$ cat src/rtl/uart9_rx.sv
// Serial receiver for the 9-bit UART link: start + 9 data bits (LSB first) + stop,
// delivered through a one-entry valid/ready holding register.
module uart9_rx #(
  parameter int unsigned CLKS_PER_BIT = 16
) (
  input  logic       clk,
  input  logic       rst_n,
  input  logic       rxd,
  output logic [8:0] rx_word,
  output logic       rx_valid,
  input  logic       rx_ready,
  output logic       frame_err,
  output logic       overrun
);

  localparam int unsigned CNT_W    = $clog2(CLKS_PER_BIT);
  localparam int unsigned HALF_BIT = CLKS_PER_BIT / 2;

  typedef enum logic [2:0] {
    S_IDLE,
    S_START,
    S_DATA,
    S_STOP,
    S_BRK
  } state_e;

  state_e             state_q, state_d;
  logic               rxd_meta_q, rxd_s_q;
  logic [CNT_W-1:0]   cnt_q, cnt_d;
  logic [3:0]         bit_q, bit_d;
  logic [8:0]         shift_q, shift_d;
  logic               pend_q, pend_d;
  logic [8:0]         rx_word_q, rx_word_d;
  logic               rx_valid_q, rx_valid_d;
  logic               frame_err_q, frame_err_d;
  logic               overrun_q, overrun_d;
  logic               half_done, bit_done;

  // Two-flop synchronizer; idle level is high
  always_ff @(posedge clk or negedge rst_n) begin
    if (!rst_n) begin
      rxd_meta_q <= 1'b1;
      rxd_s_q    <= 1'b1;
    end else begin
      rxd_meta_q <= rxd;
      rxd_s_q    <= rxd_meta_q;
    end
  end

  always_ff @(posedge clk or negedge rst_n) begin
    if (!rst_n) begin
      state_q     <= S_IDLE;
      cnt_q       <= '0;
      bit_q       <= '0;
      shift_q     <= '0;
      pend_q      <= 1'b0;
      rx_word_q   <= '0;
      rx_valid_q  <= 1'b0;
      frame_err_q <= 1'b0;
      overrun_q   <= 1'b0;
    end else begin
      state_q     <= state_d;
      cnt_q       <= cnt_d;
      bit_q       <= bit_d;
      shift_q     <= shift_d;
      pend_q      <= pend_d;
      rx_word_q   <= rx_word_d;
      rx_valid_q  <= rx_valid_d;
      frame_err_q <= frame_err_d;
      overrun_q   <= overrun_d;
    end
  end

  assign half_done = (cnt_q == CNT_W'(HALF_BIT - 1));
  assign bit_done  = (cnt_q == CNT_W'(CLKS_PER_BIT - 1));

  always_comb begin
    state_d     = state_q;
    cnt_d       = cnt_q + CNT_W'(1);
    bit_d       = bit_q;
    shift_d     = shift_q;
    pend_d      = 1'b0;
    rx_word_d   = rx_word_q;
    rx_valid_d  = rx_valid_q;
    frame_err_d = 1'b0;
    overrun_d   = 1'b0;

    unique case (state_q)
      S_IDLE: begin
        cnt_d = '0;
        if (!rxd_s_q) state_d = S_START;
      end
      S_START: begin
        if (half_done) begin
          cnt_d = '0;
          bit_d = '0;
          state_d = rxd_s_q ? S_IDLE : S_DATA;
        end
      end
      S_DATA: begin
        if (bit_done) begin
          cnt_d   = '0;
          shift_d = {rxd_s_q, shift_q[8:1]};
          bit_d   = bit_q + 4'd1;
          if (bit_q == 4'd8) state_d = S_STOP;
        end
      end
      S_STOP: begin
        if (bit_done) begin
          cnt_d = '0;
          if (rxd_s_q) begin
            pend_d  = 1'b1;
            state_d = S_IDLE;
          end else begin
            frame_err_d = 1'b1;
            state_d     = S_BRK;
          end
        end
      end
      S_BRK: begin
        // Hold off until the line returns high so a break cannot retrigger
        cnt_d = '0;
        if (rxd_s_q) state_d = S_IDLE;
      end
      default: begin
        cnt_d   = '0;
        state_d = S_IDLE;
      end
    endcase

    if (rx_valid_q && rx_ready) rx_valid_d = 1'b0;

    // Load a completed frame one cycle after its stop sample
    if (pend_q) begin
      if (!rx_valid_q || rx_ready) begin
        rx_word_d  = shift_q;
        rx_valid_d = 1'b1;
      end else begin
        overrun_d = 1'b1;
      end
    end
  end

  assign rx_word   = rx_word_q;
  assign rx_valid  = rx_valid_q;
  assign frame_err = frame_err_q;
  assign overrun   = overrun_q;

endmodule

$ cat config.mk
export PLATFORM = sky130hd
export DESIGN_NAME = uart9_rx
export DESIGN_NICKNAME = d
export VERILOG_FILES = /design/src/rtl/uart9_rx.sv
export SDC_FILE = /design/constraint.sdc
export NUM_CORES = 1
export LEC_CHECK = 0
export CORE_UTILIZATION = 45
export CTS_CLUSTER_DIAMETER = 50
export DETAILED_ROUTE_END_ITERATION = 8
export PLACE_DENSITY = 0.77
export SETUP_SLACK_MARGIN = 0.5
export SYNTH_ARGS = -nofsm -noshare
export SYNTH_HDL_FRONTEND = slang
export SYNTH_SLANG_ARGS = --single-unit
$ cat constraint.sdc
create_clock -name clk -period 2.05 [get_ports clk]
set_input_delay 0.41 -clock clk [delete_from_list [all_inputs] [get_ports clk]]
set_output_delay 0.41 -clock clk [all_outputs]
set_load 0.02 [all_outputs]
==> metrics <==
die height=59.6 um; Placer Congestion=0.713; CP required=2.27 ns; share of layout cells above drive strength 1=0.393; reg2reg path depth=5; max cap viols=0; initial core utilization=0.482; DRC Markers=0; Die W=59.6 um; GRT Total Usage=0.161; initial antenna violation count=0; HPWL Detailed=1550 um; DIE AREA=3560 um^2; unrepaired setup endpoints after global routing=yes; Fillers=261; hold_ws=0.361 ns; cell taking the most area after synthesis=dfrtp_1; HP Start=rxd_meta_q$_DFF_PN1_; reg-to-reg startpoint=cnt_q[3]$_DFF_PN0_; Logic pwr share=0.256; Rows=20; Yosys reg bits=35; register area share after synthesis=0.587; CP Class=flip-flop to flip-flop; CTS tree=built; worst slew pin tran=0.424 ns; Post-synth EDFFs=0; Iteration-0 DRC Markers=28; clk slew on worst S/H paths=0.10 ns; Switching Power=around 520 uW; # diodes=0; commonest cells in the netlist=33 x dfrtp_1, 11 x mux2_2, 9 x inv_1; ys async rst share=1.00; Max transition margin=0.717; reg2reg setup slack=0.47 ns; Fin. Hold Viols=0; status=completed; clk_skew=0.00371 ns; top post-synthesis cells by area=dfrtp_1 55%, mux2_2 8.3%, mux2_4 7.0%; first-pass GRT wire length=4100 um; Syn Std Cell Area=1500 um^2; fin crit period=1.58 ns; Clock Path Buffers=2; Area Growth Syn to Fin=27.4%; WL final=roughly 2500 um; multi-input logic area=607 um^2; worst r2r dst=shift_q[5]$_DFFE_PN0P_; Final setup viols=0; Yosys cell types=32; Avg Inst Size Synth=13.3 um^2; Synthesis Warnings=0; min-delay worst type=flip-flop to flip-flop; clock network power share=0.240; fin util=0.614; Routed Antenna Nets=0; CP endpoint kind=flip-flop; Startpoint Class=flip-flop; sequential cell area=882 um^2; total global routing overflow=0; Root Buffer=clkbuf_4; pwr dens=between 900 and 1000 nW/um^2; Static Leak=0.000955 uW; peak supply drop=0.552 mV; worst skew pair latency=0.33 ns; core region area=3100 um^2; worst hold stages=0; Routed WL per cell=13.4 um; # IOs=16; Seq pwr share=0.505; crit share post-route=0.772; Int Power=1220 uW; IO buf count=15; Max Slew Vio Count=0; TritonCTS buffer count=5; Mapped Cells=between 100 and 150; htree depth=2; Final Total Pwr=1740 uW; area share of the largest cell type after synthesis=0.552; setup TNS=0 ns; Endpoint, Worst Hold=rxd_s_q$_DFF_PN1_; post-synth net total=119; largest net degree at the start of global routing=36; Peak Freq=~0.63 GHz; most common cell in the netlist=dfrtp_1; critical path fanouts, max=5; CP arrival=~1.8 ns; clk sinks=35; Most used DFF post-synth=dfrtp_1; routed vias/inst=about 5.0; vias in the first global route=892; Sw Share=0.299; Nets=approximately 150; drt pass-1 iters=4; via count=940
-- metrics by stage --
stage | setup WS, ns | cells | instance area [um^2]
after floorplan | 0.488 | 112 | 1510
after global placement | 0.270 | 168 | 1690
after detailed placement | 0.235 | 168 | 1690
after CTS | 0.435 | 183 | 1830
after global routing | 0.435 | 189 | 1910
final | 0.468 | 189 | 1910
-- timing repair --
action                                  CTS  global route
resized for setup                        21             6
pin swaps                                 3             5
buffers inserted                          7             6
hold buffers                              0             0
endpoints found under the setup margin   25            15
-- power groups by stage --
stage	Clock [uW]	Combinational [uW]	Sequential [uW]
2_1_floorplan	0	265	840
3_3_place_gp	0	269	879
3_5_place_dp	0	286	885
4_1_cts	436	330	884
5_1_grt	471	493	886
6_report	417	444	877
-- cell usage in the layout (no fill, tap or decap), drive strengths merged --
master,Yosys,routed
or3,1,1
nor2,7,7
dfstp,2,2
clkdlybuf4s50,0,3
clkinvlp,0,1
a221oi,1,1
o21ba,1,1
a31o,1,1
nand4,1,1
xor2,2,2
o21ai,2,2
ha,3,3
inv,9,9
xnor2,2,2
mux2i,1,1
nor3,2,2
a211oi,1,1
nand2b,3,3
dlygate4sd2,0,12
or4,1,1
nand3b,1,1
nand2,4,4
o22ai,2,2
a21oi,2,2
a311oi,1,1
clkbuf,1,7
a2111o,1,1
and2,2,2
buf,3,14
mux2,18,18
or3b,2,2
dfrtp,33,33
nand3,2,2
-- per-layer routing --
layer,routed length (um),track usage
met5,0,0
met4,55,0.0963
met3,103,0.0393
met2,1240,0.238
met1,1130,0.212
-- registers in the layout, summed over array words and instances (netlist names) --
| register | count |
|---|---|
| rxd_s_q | 1 |
| frame_err | 1 |
| state_q | 3 |
| rx_valid | 1 |
| pend_q | 1 |
| rx_word | 9 |
| bit_q | 4 |
| rxd_meta_q | 1 |
| shift_q | 9 |
| cnt_q | 4 |
| overrun | 1 |
-- area by class of cell --
class                           instances  share of cell area
Timing Repair Buffer                   29               0.134
Inverter                                9              0.0177
Tap cell                               44              0.0289
Clock inverter                          1             0.00394
Sequential cell                        35               0.463
Clock buffer                            7              0.0341
Multi-Input combinational cell         64               0.318
-- worst max path at each step --
stage | from | end | slack, ns
6_report | cnt_q[3]$_DFF_PN0_ | shift_q[5]$_DFFE_PN0P_ | 0.47
2_1_floorplan | cnt_q[0]$_DFF_PN0_ | shift_q[2]$_DFFE_PN0P_ | 0.49
3_5_place_dp | rx_ready | rx_word[0]$_DFFE_PN0P_ | 0.24
3_3_place_gp | rx_ready | rx_word[8]$_DFFE_PN0P_ | 0.27
5_1_grt | cnt_q[3]$_DFF_PN0_ | shift_q[7]$_DFFE_PN0P_ | 0.43
4_1_cts | cnt_q[0]$_DFF_PN0_ | shift_q[6]$_DFFE_PN0P_ | 0.43
-- cell families after synthesis --
kind of cell / count (synthesis) / synth area share
adders and majority gates: 3 / 0.0251
xor gates and xnor gates: 4 / 0.0234
and+or+nand+nor: 26 / 0.0996
AOI/OAI and AO/OA: 12 / 0.0619
DFF: 35 / 0.587
buffers and inverters: 13 / 0.0427
muxes: 19 / 0.160
-- critical path, stage by stage (launching register included) --
cell	delay [ns]
dfrtp_2	0.44
buf_6	0.13
nand4_4	0.09
or3_4	0.38
buf_6	0.15
mux2_4	0.28
Note: power is estimated with default switching activity, not from simulation.
==> variant, RTL diff (config.mk and constraints unchanged) <==
Reset style: synchronous (`rst_n`), changed in 2 clocked blocks.
--- a/src/rtl/uart9_rx.sv
+++ b/src/rtl/uart9_rx.sv
@@ -37,7 +37,7 @@
   logic               half_done, bit_done;
 
   // Two-flop synchronizer; idle level is high
-  always_ff @(posedge clk or negedge rst_n) begin
+  always_ff @(posedge clk) begin
     if (!rst_n) begin
       rxd_meta_q <= 1'b1;
       rxd_s_q    <= 1'b1;
@@ -47,7 +47,7 @@
     end
   end
 
-  always_ff @(posedge clk or negedge rst_n) begin
+  always_ff @(posedge clk) begin
     if (!rst_n) begin
       state_q     <= S_IDLE;
       cnt_q       <= '0;
Check against the original RTL: same outputs for any inputs over 10 cycles, from zero or initial values and one cycle with rst_n low; that may be too few to reach the edited logic, so the function may still have changed.
==> variant against the unedited design <==
Sequential share of layout area shrank 6.2 points. Setup slack gained 68 ps. Clock skew grew 4.5 ps. Design area shrank 7.0%. Routed wire length grew 4.0%. Area after synthesis shrank 1.2%. Sequential cell count is the same. Highest routed layer unchanged.
Power is not compared: it rests on default switching activity, and its combinational part moved more than twofold at a synthesized area within 25%.
==> variant: results (changes against the unedited design) <==
stage,metric,value,unit,change
status,status,completed,,
synthesis,sequential-to-total area share from yosys stat,0.4742,,-0.1133
route,DR top layer,met4,,
pwr,Sw Ratio,0.2389,,
synthesis,Commonest cells post-synth,"dfxtp_1 (35), mux2i_1 (23), nor2b_1 (20), nand2_1 (8), nor2_1 (6)",,
cts,clock buffer depth,2,,unchanged
route,M1 WL,1259,um,+12%
cts,CTS Root Cell,clkbuf_4,,
cts,CTS resizes,14,,-33%
timing,Clock Skew,8.228,ps,+4.522 ps
global_routing,GRT met1 Usage,0.1995,,-0.01280
timing,Slew headroom,0.7127,,-0.004436
global_routing,met3 Usage GRT,0.07205,,+0.03275
synthesis,"area leader, netlist",dfxtp_1,,
cells_and_area,fin nets,171,,+13%
synthesis,Area contributors post-synth,"dfxtp_1 (47%), mux2i_1 (16%), nor2b_1 (8.5%)",,
global_routing,total track usage,0.1664,,+0.005728
pwr,Max VDD drop,484.2,uV,
synthesis,Yosys warnings,0,,unchanged
cts,clk_lat worst skew,320,ps,
route,DR vias,1033,,+9.9%
placement,Buffers on Ports,15,,unchanged
floorplanning,Die Wd,59.31,um,-0.56%
pwr,Leak,0.0007432,uW,
worst_setup_path,arrival time at the worst endpoint,1780,ps,-20 ps
route,final WL,2630,um,+4.0%
cells_and_area,ANT cells,0,,unchanged
worst_setup_path,Reg2Reg Setup Slack,540,ps,+70 ps
timing,Final Max Tran Viols,0,,unchanged
route,met3 wire length,87,um,-16%
min_path,Hold WC Path Type,flip-flop to flip-flop,,
route,drt first pass iters,4,,unchanged
timing,Min Hold Slack,442.8,ps,+81.54 ps
worst_setup_path,largest fanout on the critical path,3,,-2
global_routing,vias in the first global route,985,,+10%
cells_and_area,ratio of cells with drive above 1 in the final layout,0.1341,,-0.2590
placement,RD Place Congestion,0.7611,,+6.7%
route,initial drt markers,48,,+71%
global_routing,first-pass GRT wire length,4229,um,+3.2%
pwr,Clock group,466,uW,
cts,Setup Buffers After CTS,0,,-7
pwr,Power per Cell Area,758.3,nW/um2,
cts,H-tree levels,2,,unchanged
placement,Final HPWL DP,1772,um,+15%
global_routing,antenna violations before repair,0,,unchanged
synthesis,Mapped Nets,150,,+26%
synthesis,async set or reset register ratio after synthesis,0,,-1.000
pwr,P_seq,729,uW,
global_routing,largest net degree at the start of global routing,21,,-42%
global_routing,grt met2 use,0.2552,,+0.01712
synthesis,post-synthesis cell type count,35,,+9.4%
cts,CTS Buf Count,5,,unchanged
cts,"Reg clk slew, reported paths",100,ps,about the same
route,routed wl met2,1251,um,+0.64%
-- variant: cell count changes after synthesis, moves of 4 or more --
| cell | change |
|---|---|
| dfxtp_1 | +35 |
| nor2b_1 | +20 |
| dfrtp_1 | -33 |
| inv_1 | -6 |
| mux2i_1 | +22 |
| mux2_4 | -7 |
| nand2_1 | +4 |
| mux2_2 | -11 |
-- variant: stage by stage --
stage / instances / cell area, um2 / worst slack [ps]
floorplan: 143 / 1478 / 686.8
finish: 208 / 1772 / 535.9
detailed placement: 198 / 1658 / 296.3
CTS: 205 / 1717 / 493.3
global placement: 198 / 1658 / 378.3
global route: 208 / 1772 / 450.3
-- variant: layout make-up --
| cell class | instances | area [um2] |
|---|---|---|
| multi-input combinational | 97 | 735.7 |
| sequential | 35 | 710.7 |
| tap | 44 | 55.05 |
| inverter | 3 | 11.26 |
| fill | 278 | 1306 |
| clock buffer | 6 | 41.29 |
| clock inverter | 1 | 30.03 |
| timing repair buffer | 22 | 187.7 |
-- variant: worst paths after layout --
kind	start	end	cells past startpoint
setup / recovery	cnt_q[1]	bit_q[0]	6
hold / removal	rxd_meta_q	rxd_s_q	1
hold reg to reg	rxd_meta_q	rxd_s_q	1
setup reg to reg	cnt_q[1]	bit_q[0]	6
-- variant: worst max-delay path, cell delays in order, from the launching register on --
cell and delay [ps]:
dfxtp_2 370, ha_4 140, nand4_1 160, buf_4 180, or3_1 340, mux2i_1 130, and2_1 130
-- variant: kinds of logic (layout without fill, tap and decap cells) --
family          count (synthesis)  count (layout)  synth area share
mux                            23              23            0.1558
fa+ha+maj                       3               3           0.02540
buf+inv                        11              32           0.04487
simple gates                   56              56            0.2159
flops                          35              35            0.4742
compound gates                 11              11           0.06012
xor+xnor                        4               4           0.02371
